$ cat src/rtl/common_pkg.sv
// Shared UART types and frame constants.
// Contents: byte_t payload type, DATA_BITS, STOP_BITS.
package common;

  typedef logic [7:0] byte_t;

  localparam int DATA_BITS = 8;
  localparam int STOP_BITS = 1;

endpackage

$ cat src/rtl/uart_baud_gen.sv
// Bit-period timer for the UART transmitter.
// Ports: clk_i, reset_i (async, active high), restart_i
// (reload count to 0), bit_done_o (high in last cycle of a bit).
module uart_baud_gen #(
  parameter int CYCLES_PER_BIT = 10
) (
  input  logic clk_i,
  input  logic reset_i,
  input  logic restart_i,
  output logic bit_done_o
);

  localparam int CW = $clog2(CYCLES_PER_BIT);
  localparam logic [CW-1:0] LAST = CW'(CYCLES_PER_BIT - 1);

  logic [CW-1:0] cnt_q;
  logic [CW-1:0] cnt_d;

  assign bit_done_o = (cnt_q == LAST);

  always_comb begin
    cnt_d = cnt_q + CW'(1);
    if (restart_i || bit_done_o) begin
      cnt_d = '0;
    end
  end

  always_ff @(posedge clk_i or posedge reset_i) begin
    if (reset_i) begin
      cnt_q <= '0;
    end else begin
      cnt_q <= cnt_d;
    end
  end

endmodule

$ cat src/rtl/uart_tx.sv
// 8N1 UART transmitter pulling bytes from an upstream FIFO.
// Ports: clk_i, reset_i (async, active high), fifo_empty_i,
// fifo_read_enable_o, fifo_read_data_i, fifo_read_valid_i,
// tx_o (serial line, idle high), busy_o (high outside IDLE).
module uart_tx
  import common::*;
#(
  parameter int CLK_FREQ_HZ = 100_000_000,
  parameter int BAUD_RATE   = 115_200
) (
  input  logic  clk_i,
  input  logic  reset_i,
  input  logic  fifo_empty_i,
  output logic  fifo_read_enable_o,
  input  byte_t fifo_read_data_i,
  input  logic  fifo_read_valid_i,
  output logic  tx_o,
  output logic  busy_o
);

  localparam int CYCLES_PER_BIT = CLK_FREQ_HZ / BAUD_RATE;
  localparam logic [2:0] LAST_BIT = 3'(DATA_BITS - 1);

  if (CYCLES_PER_BIT < 2) begin : g_cpb_chk
    $error("uart_tx: CYCLES_PER_BIT must be at least 2");
  end

  if (DATA_BITS != 8 || STOP_BITS != 1) begin : g_frame_chk
    $error("uart_tx: only 8N1 framing is implemented");
  end

  typedef enum logic [2:0] {
    IDLE,
    FETCH,
    START,
    DATA,
    STOP
  } state_e;

  state_e     state_q;
  state_e     state_d;
  byte_t      shift_q;
  byte_t      shift_d;
  logic [2:0] bit_idx_q;
  logic [2:0] bit_idx_d;
  logic       tx_q;
  logic       tx_d;
  logic       busy_q;
  logic       busy_d;
  logic       ready_q;
  logic       bit_done;
  logic       restart;
  logic       rd_en;

  // ready_q holds off the first request until one edge
  // has been seen with reset released.
  assign rd_en = ready_q
              && (state_q == IDLE)
              && !fifo_empty_i;

  assign fifo_read_enable_o = rd_en;
  assign tx_o               = tx_q;
  assign busy_o             = busy_q;

  // Every state entry starts a fresh bit period.
  assign restart = (state_d != state_q);

  uart_baud_gen #(
    .CYCLES_PER_BIT(CYCLES_PER_BIT)
  ) u_baud (
    .clk_i     (clk_i),
    .reset_i   (reset_i),
    .restart_i (restart),
    .bit_done_o(bit_done)
  );

  always_comb begin
    state_d   = state_q;
    shift_d   = shift_q;
    bit_idx_d = bit_idx_q;
    tx_d      = tx_q;
    unique case (state_q)
      IDLE: begin
        tx_d = 1'b1;
        if (rd_en) begin
          state_d = FETCH;
        end
      end
      FETCH: begin
        if (fifo_read_valid_i) begin
          shift_d = fifo_read_data_i;
          tx_d    = 1'b0;
          state_d = START;
        end else begin
          tx_d    = 1'b1;
          state_d = IDLE;
        end
      end
      START: begin
        if (bit_done) begin
          tx_d      = shift_q[0];
          bit_idx_d = '0;
          state_d   = DATA;
        end
      end
      DATA: begin
        if (bit_done) begin
          bit_idx_d = bit_idx_q + 3'd1;
          if (bit_idx_q == LAST_BIT) begin
            tx_d    = 1'b1;
            state_d = STOP;
          end else begin
            // tx_d looks one bit ahead of the shift.
            shift_d = shift_q >> 1;
            tx_d    = shift_q[1];
          end
        end
      end
      STOP: begin
        if (bit_done) begin
          tx_d    = 1'b1;
          state_d = IDLE;
        end
      end
      default: begin
        tx_d    = 1'b1;
        state_d = IDLE;
      end
    endcase
    busy_d = (state_d != IDLE);
  end

  always_ff @(posedge clk_i or posedge reset_i) begin
    if (reset_i) begin
      state_q   <= IDLE;
      shift_q   <= '0;
      bit_idx_q <= '0;
      tx_q      <= 1'b1;
      busy_q    <= 1'b0;
      ready_q   <= 1'b0;
    end else begin
      state_q   <= state_d;
      shift_q   <= shift_d;
      bit_idx_q <= bit_idx_d;
      tx_q      <= tx_d;
      busy_q    <= busy_d;
      ready_q   <= 1'b1;
    end
  end

endmodule

$ cat config.mk
export PLATFORM = sky130hd
export DESIGN_NAME = uart_tx
export DESIGN_NICKNAME = d
export VERILOG_FILES = /design/src/rtl/common_pkg.sv /design/src/rtl/uart_baud_gen.sv /design/src/rtl/uart_tx.sv
export SDC_FILE = /design/constraint.sdc
export NUM_CORES = 1
export LEC_CHECK = 0
export ABC_AREA = 0
export CAP_MARGIN = 15
export CORE_ASPECT_RATIO = 1.25
export CORE_MARGIN = 4
export CORE_UTILIZATION = 30
export CTS_CLUSTER_SIZE = 8
export DETAILED_ROUTE_END_ITERATION = 16
export GPL_TIMING_DRIVEN = 0
export HOLD_SLACK_MARGIN = 0.08
export PLACE_DENSITY_LB_ADDON = 0.3
export SYNTH_ARGS = -nofsm -noshare
export SYNTH_HDL_FRONTEND = slang
export SYNTH_SLANG_ARGS = --single-unit
$ cat constraint.sdc
create_clock -name clk_i -period 2.8 [get_ports clk_i]
set_input_delay 0.56 -clock clk_i [delete_from_list [all_inputs] [get_ports clk_i]]
set_output_delay 0.56 -clock clk_i [all_outputs]
set_load 0.005 [all_outputs]
## After elaboration in Yosys (flattened, before gate mapping)

Index checks and enable logic that the tools add are counted.

| storage, ports and cells | value |
|---|---|
| flip-flop bits (word level) | 27 |
| bits in latches | 0 |
| memory bits (writable) | 0 |
| bits in read-only memories | 0 |
| output and inout port bits | 3 |
| memories kept | 0 |

| operators by class | value |
|---|---|
| $add $sub $neg | 2 |
| multiply operators | 0 |
| divide/modulo/power cells | 0 |
| order comparisons | 0 |
| eq/ne operators | 12 |
| shift operators | 0 |
| multiplexer cells | 21 |
| bitwise logic cells | 0 |
| reductions and logical operators | 11 |

Operators with widths:

| kind | number |
|---|---|
| 2-to-1 mux 8 bit | 3 |
| 2-to-1 mux 3 bit | 7 |
| one-hot mux 8 bit (2 select lines) | 1 |
| one-hot mux 3 bit (5 select lines) | 1 |
| adder 10 x 1 -> 10 bit (second input constant) | 1 |
| == test 10 bit (second input constant) | 1 |
| 2-to-1 mux 10 bit | 1 |
| == test 3 x 2 -> 1 bit (second input constant) | 2 |
| == test 3 bit (second input constant) | 2 |
| inequality test 2 x 1 -> 1 bit (second input constant) | 3 |
| one-hot mux 3 bit (2 select lines) | 1 |
| AND reduction 3 bit | 2 |
| 2-to-1 mux 1 bit | 5 |
| inequality test 2 bit (second input constant) | 2 |
| one-hot mux 1 bit (4 select lines) | 1 |
| AND reduction 4 bit | 1 |
| nonzero test 2 bit | 2 |
| adder 3 x 1 -> 3 bit (second input constant) | 1 |
| == test 3 x 1 -> 1 bit (second input constant) | 1 |
| zero test 3 bit | 1 |
| inequality test 3 bit | 1 |
| nonzero test 3 bit | 1 |
| logical AND 1 bit | 2 |
| 2-to-1 mux 2 bit | 1 |
| 2 further kinds | 2 |

## Depth between registers and ports, before layout

| logic depth | value |
|---|---|
| word-level depth | 8 |
| gate-level depth with buffers | 6 |
| gate-level depth less buffers | 6 |

## By module

Synthesis repeated with hierarchy kept, for this count alone.

| second synthesis, totals | value |
|---|---|
| cells, all modules | 146 |
| area, all modules | 1471.4 um2 |

By module, submodules not included:

| module | times used | cells an instance | area an instance (um2) |
|---|---|---|---|
| uart_tx | 1 | 89 | 902.1 |
| uart_baud_gen | 1 | 57 | 569.3 |

## Least setup slack after synthesis

Ideal clock, no wire load.

| path | value |
|---|---|
| path type | reg2reg |
| start | reg u_baud.cnt_q[2] |
| end | reg shift_q[0] |
| arrival | 1.941 ns |
| slack | 0.734 ns |
| stages on the path, launching flop included | 6 |
| buffers on the path | 1 |
| period minus slack after synthesis | 2.066 ns |
| cells stage by stage | dfrtp_1 > or3b_1 > or4_1 > buf_6 > o21ai_4 > mux2_2 |

| on the way | value |
|---|---|
| longest elaborated chain between the ends | 3 |

RTL lines:

| element | RTL line | source |
|---|---|---|
| start: declaration | uart_baud_gen.sv:16 | `logic [CW-1:0] cnt_q;` |
| start signal: assignment | uart_baud_gen.sv:32 | `cnt_q <= cnt_d;` |
| == test 10 bit | uart_baud_gen.sv:19 | `assign bit_done_o = (cnt_q == LAST);` |
| inequality test 2 x 1 -> 1 bit (no source line) | n/a |  |
| AND reduction 4 bit (no source line) | n/a |  |
| end signal: assignment | uart_tx.sv:143 | `shift_q <= shift_d;` |
| end: declaration | uart_tx.sv:42 | `byte_t shift_q;` |

Every way passes these cells.
A chain may end at the register's enable or synchronous reset.

## Worst setup path after layout

| path | value |
|---|---|
| start | in fifo_empty_i |
| end | out fifo_read_enable_o |

| on the way | value |
|---|---|
| longest elaborated chain between the ends | 2 |

RTL lines:

| element | RTL line | source |
|---|---|---|
| start: declaration | uart_tx.sv:13 | `input logic fifo_empty_i,` |
| zero test 1 bit | uart_tx.sv:59 | `&& !fifo_empty_i;` |
| logical AND 1 bit | uart_tx.sv:59 |  |
| end: declaration | uart_tx.sv:14 | `output logic fifo_read_enable_o,` |

Every way passes these cells.

==> impl_metrics.env <==
export IMPL_gp_congestion=0.776
export IMPL_die_area_sq_um=5670
export IMPL_io_buffers=14
export IMPL_clk_pin_slew_ns=0.09
export IMPL_drv_cap=0
export IMPL_fin_nets=164
export IMPL_tns_ns=0
export IMPL_yosys_area_top_type="dfrtp_1"
export IMPL_holdWs_ns=0.490
export IMPL_path_class="in2out"
export IMPL_hold_class="reg2reg"
export IMPL_rows=27
export IMPL_clock_fmax_mhz=396
export IMPL_place_hpwl_mm=1.90
export IMPL_crit_fanout=3
export IMPL_vias_per_cell=4.93
export IMPL_drive_gt1_frac=0.169
export IMPL_dr_first_iter_drc_count=35
export IMPL_timing_final_ws_setup_ns=0.275
export IMPL_cp_data_arrival_time_ns=1.97
export IMPL_cts_buffers_inserted=3
export IMPL_ys_types=33
export IMPL_htreeDepth=1
export IMPL_critPathSlowestCell="clkdlybuf4s50_1"
export IMPL_slowest_delay_ns=0.49
export IMPL_cp_start_kind="primary input"
export IMPL_syn_instance_count=128
export IMPL_synth_common_cells="dfrtp_1, nor2_1, mux2_2"
export IMPL_synth_main_ff_cell="dfrtp_1"
export IMPL_cts_root_buffer="clkbuf_8"
export IMPL_syn_cell_area_sq_um=1360
export IMPL_ys_warn_count=0
export IMPL_grt_first_pass_wirelength_mm=4.28
export IMPL_crit_chain="clkdlybuf4s50_1 > nor3b_1 > nand2_1 > inv_1 > clkdlybuf4s50_1"
export IMPL_cts_sinks=27
export IMPL_yosysSeqAreaShare=0.499
export IMPL_worst_path_most_repeated_cell="clkdlybuf4s50_1"
export IMPL_crit_path_end_kind="primary output"
export IMPL_slew_headroom=0.612
export IMPL_antenna_found_initial=0
export IMPL_start_util=0.309
export IMPL_power_density_nw_per_um2=700
export IMPL_wl_per_cell_microns=12.6
export IMPL_seqPwrFrac=0.525
export IMPL_final_util=0.375
export IMPL_synth_area_leaders="dfrtp_1, mux2_2, nor2_1, xnor2_1, ha_1"
export IMPL_overflow=0
export IMPL_antenna_left=0
export IMPL_p_leak_uw=0.000678
export IMPL_internal_power_uw=806
export IMPL_syn_nets=143
export IMPL_grt_use_total=0.0949
export IMPL_post_cts_buffers=0
export IMPL_layout_min_cycle_time_ns=2.53
export IMPL_die_h_microns=83.2
export IMPL_first_pass_iters=4
export IMPL_ir_drop_v=0.000321
export IMPL_cts_hold_buf=0
export IMPL_tightest_slew_ns=0.576
export IMPL_die_w_microns=68.1
export IMPL_synth_edf_count=0
export IMPL_outcome="finished clean"
export IMPL_cts_tree="yes"
export IMPL_clockBufferDepth=2
export IMPL_finalHoldViolations=0
export IMPL_synth_seq_cells=27
export IMPL_period_share=0.902
export IMPL_postCtsResizedCells=0
export IMPL_grt_pass1_vias=1049
export IMPL_rsz0062_at_grt="no"
export IMPL_num_vias=1015
export IMPL_insertedDiodeCount=0
export IMPL_finalClockSkew_ns=0.0104
export IMPL_crit_required_ns=2.24
export IMPL_avgSynthCellArea_sq_um=10.6
export IMPL_drc=0
export IMPL_clockPowerShare=0.186
export IMPL_grt_max_degree=28
export IMPL_synthArstFlopShare=1.00
export IMPL_wl_mm=2.61
export IMPL_swShare=0.301
export IMPL_num_io_pins=15
export IMPL_p_sw_uw=347
export IMPL_dp_slack_ns=0.273
export IMPL_yosys_area_top_type_share=0.480
export IMPL_setup_violations=0
export IMPL_clock_latency_ns=0.27
export IMPL_slew_violations=0
export IMPL_comb_power_share=0.289
export IMPL_placeableCoreArea_sq_um=4390
export IMPL_area_delta_synth_final_pct=21.4
export IMPL_synth_most_common_cell="dfrtp_1"
==> sequential cells by signal, indices dropped and copies added, names as in the netlist <==
signal and cells:
ready_q 1, tx_o 1, shift_q 8, u_baud.cnt_q 10, state_q 3, bit_idx_q 3, busy_o 1
==> power groups by stage <==
stage | Combinational (uW) | Clock [uW] | Sequential, uW
after floorplan | 257 | 0 | 588
final | 334 | 215 | 605
after detailed placement | 333 | 0 | 615
after CTS | 334 | 222 | 607
after global routing | 374 | 237 | 625
after global placement | 319 | 0 | 609
==> path summary, 6_finish.rpt <==
check | end | slack (ns) | startpoint | cells after the start
hold / removal | u_baud.cnt_q[0] | 0.49 | u_baud.cnt_q[0] | 1
hold reg to reg | u_baud.cnt_q[0] | 0.49 | u_baud.cnt_q[0] | 1
min in group asynchronous | state_q[2] | 0.63 | reset_i | 2
setup / recovery | fifo_read_enable_o | 0.27 | fifo_empty_i | 5
setup reg to reg | shift_q[3] | 0.59 | u_baud.cnt_q[2] | 5
max in group asynchronous | u_baud.cnt_q[6] | 1.69 | reset_i | 3
==> cell families (layout without fill, tap and decap cells) <==
logic type,after synthesis,count (layout),share of synthesized area
simple gates,48,48,0.179
xor+xnor,8,8,0.0517
compound gates,16,16,0.0821
mux,15,15,0.125
buf+inv,10,30,0.0332
fa+ha+maj,3,3,0.0277
other cells,1,1,0.00276
flops,27,27,0.499
==> area by class of cell <==
class,instances,area [sq um]
inverter,6,22.5
fill,455,2750
clock buffer,4,45.0
buffer,4,22.5
tap,58,72.6
timing repair buffer,16,173
multi-input combinational,91,634
sequential,27,677
==> metrics by stage <==
stage / cell area, sq um / std cells / power, uW
2_1_floorplan: 1360 / 128 / 845
3_3_place_gp: 1570 / 200 / 928
3_5_place_dp: 1570 / 200 / 948
4_1_cts: 1610 / 204 / 1160
5_1_grt: 1650 / 206 / 1240
6_report: 1650 / 206 / 1150
==> placed cells by master, fill, tap and decap left out <==
cell,count
or4_1,1
and3_1,1
o311a_1,1
mux2_2,15
xnor2_1,6
clkbuf_2,1
nor4_1,2
or3b_1,1
nor2_1,16
a211o_1,1
ha_1,3
o22ai_1,1
buf_16,1
nand2_1,7
nor2b_1,2
nand3b_1,1
nand3_1,6
nor3b_1,2
clkdlybuf4s50_1,14
clkbuf_1,4
nor3_1,3
dfrtp_1,26
o31ai_1,1
o221ai_1,1
conb_1,1
a21oi_1,2
inv_1,6
clkbuf_8,3
dfstp_2,1
o21ai_4,1
nand4_1,3
o21ai_0,7
buf_6,1
xor2_1,2
o21ai_2,1
nand2b_1,2
or4b_2,1
==> worst max-delay path, delay by kind of cell <==
| kind | cells | cell delay [ns] |
|---|---|---|
| AND/OR/NAND/NOR | 2 | 0.43 |
| buffers and inverters | 3 | 0.98 |
==> layer usage <==
layer	wire length (microns)	up-vias	track usage	part of all wire
met5	0	-	0	0
met4	17	0	0.0271	0.0065
met3	66	2	0.0122	0.025
met2	1380	15	0.169	0.53
met1	1140	515	0.114	0.44
li1	-	483	-	-
No activity file was read; power rests on OpenSTA's default activity.
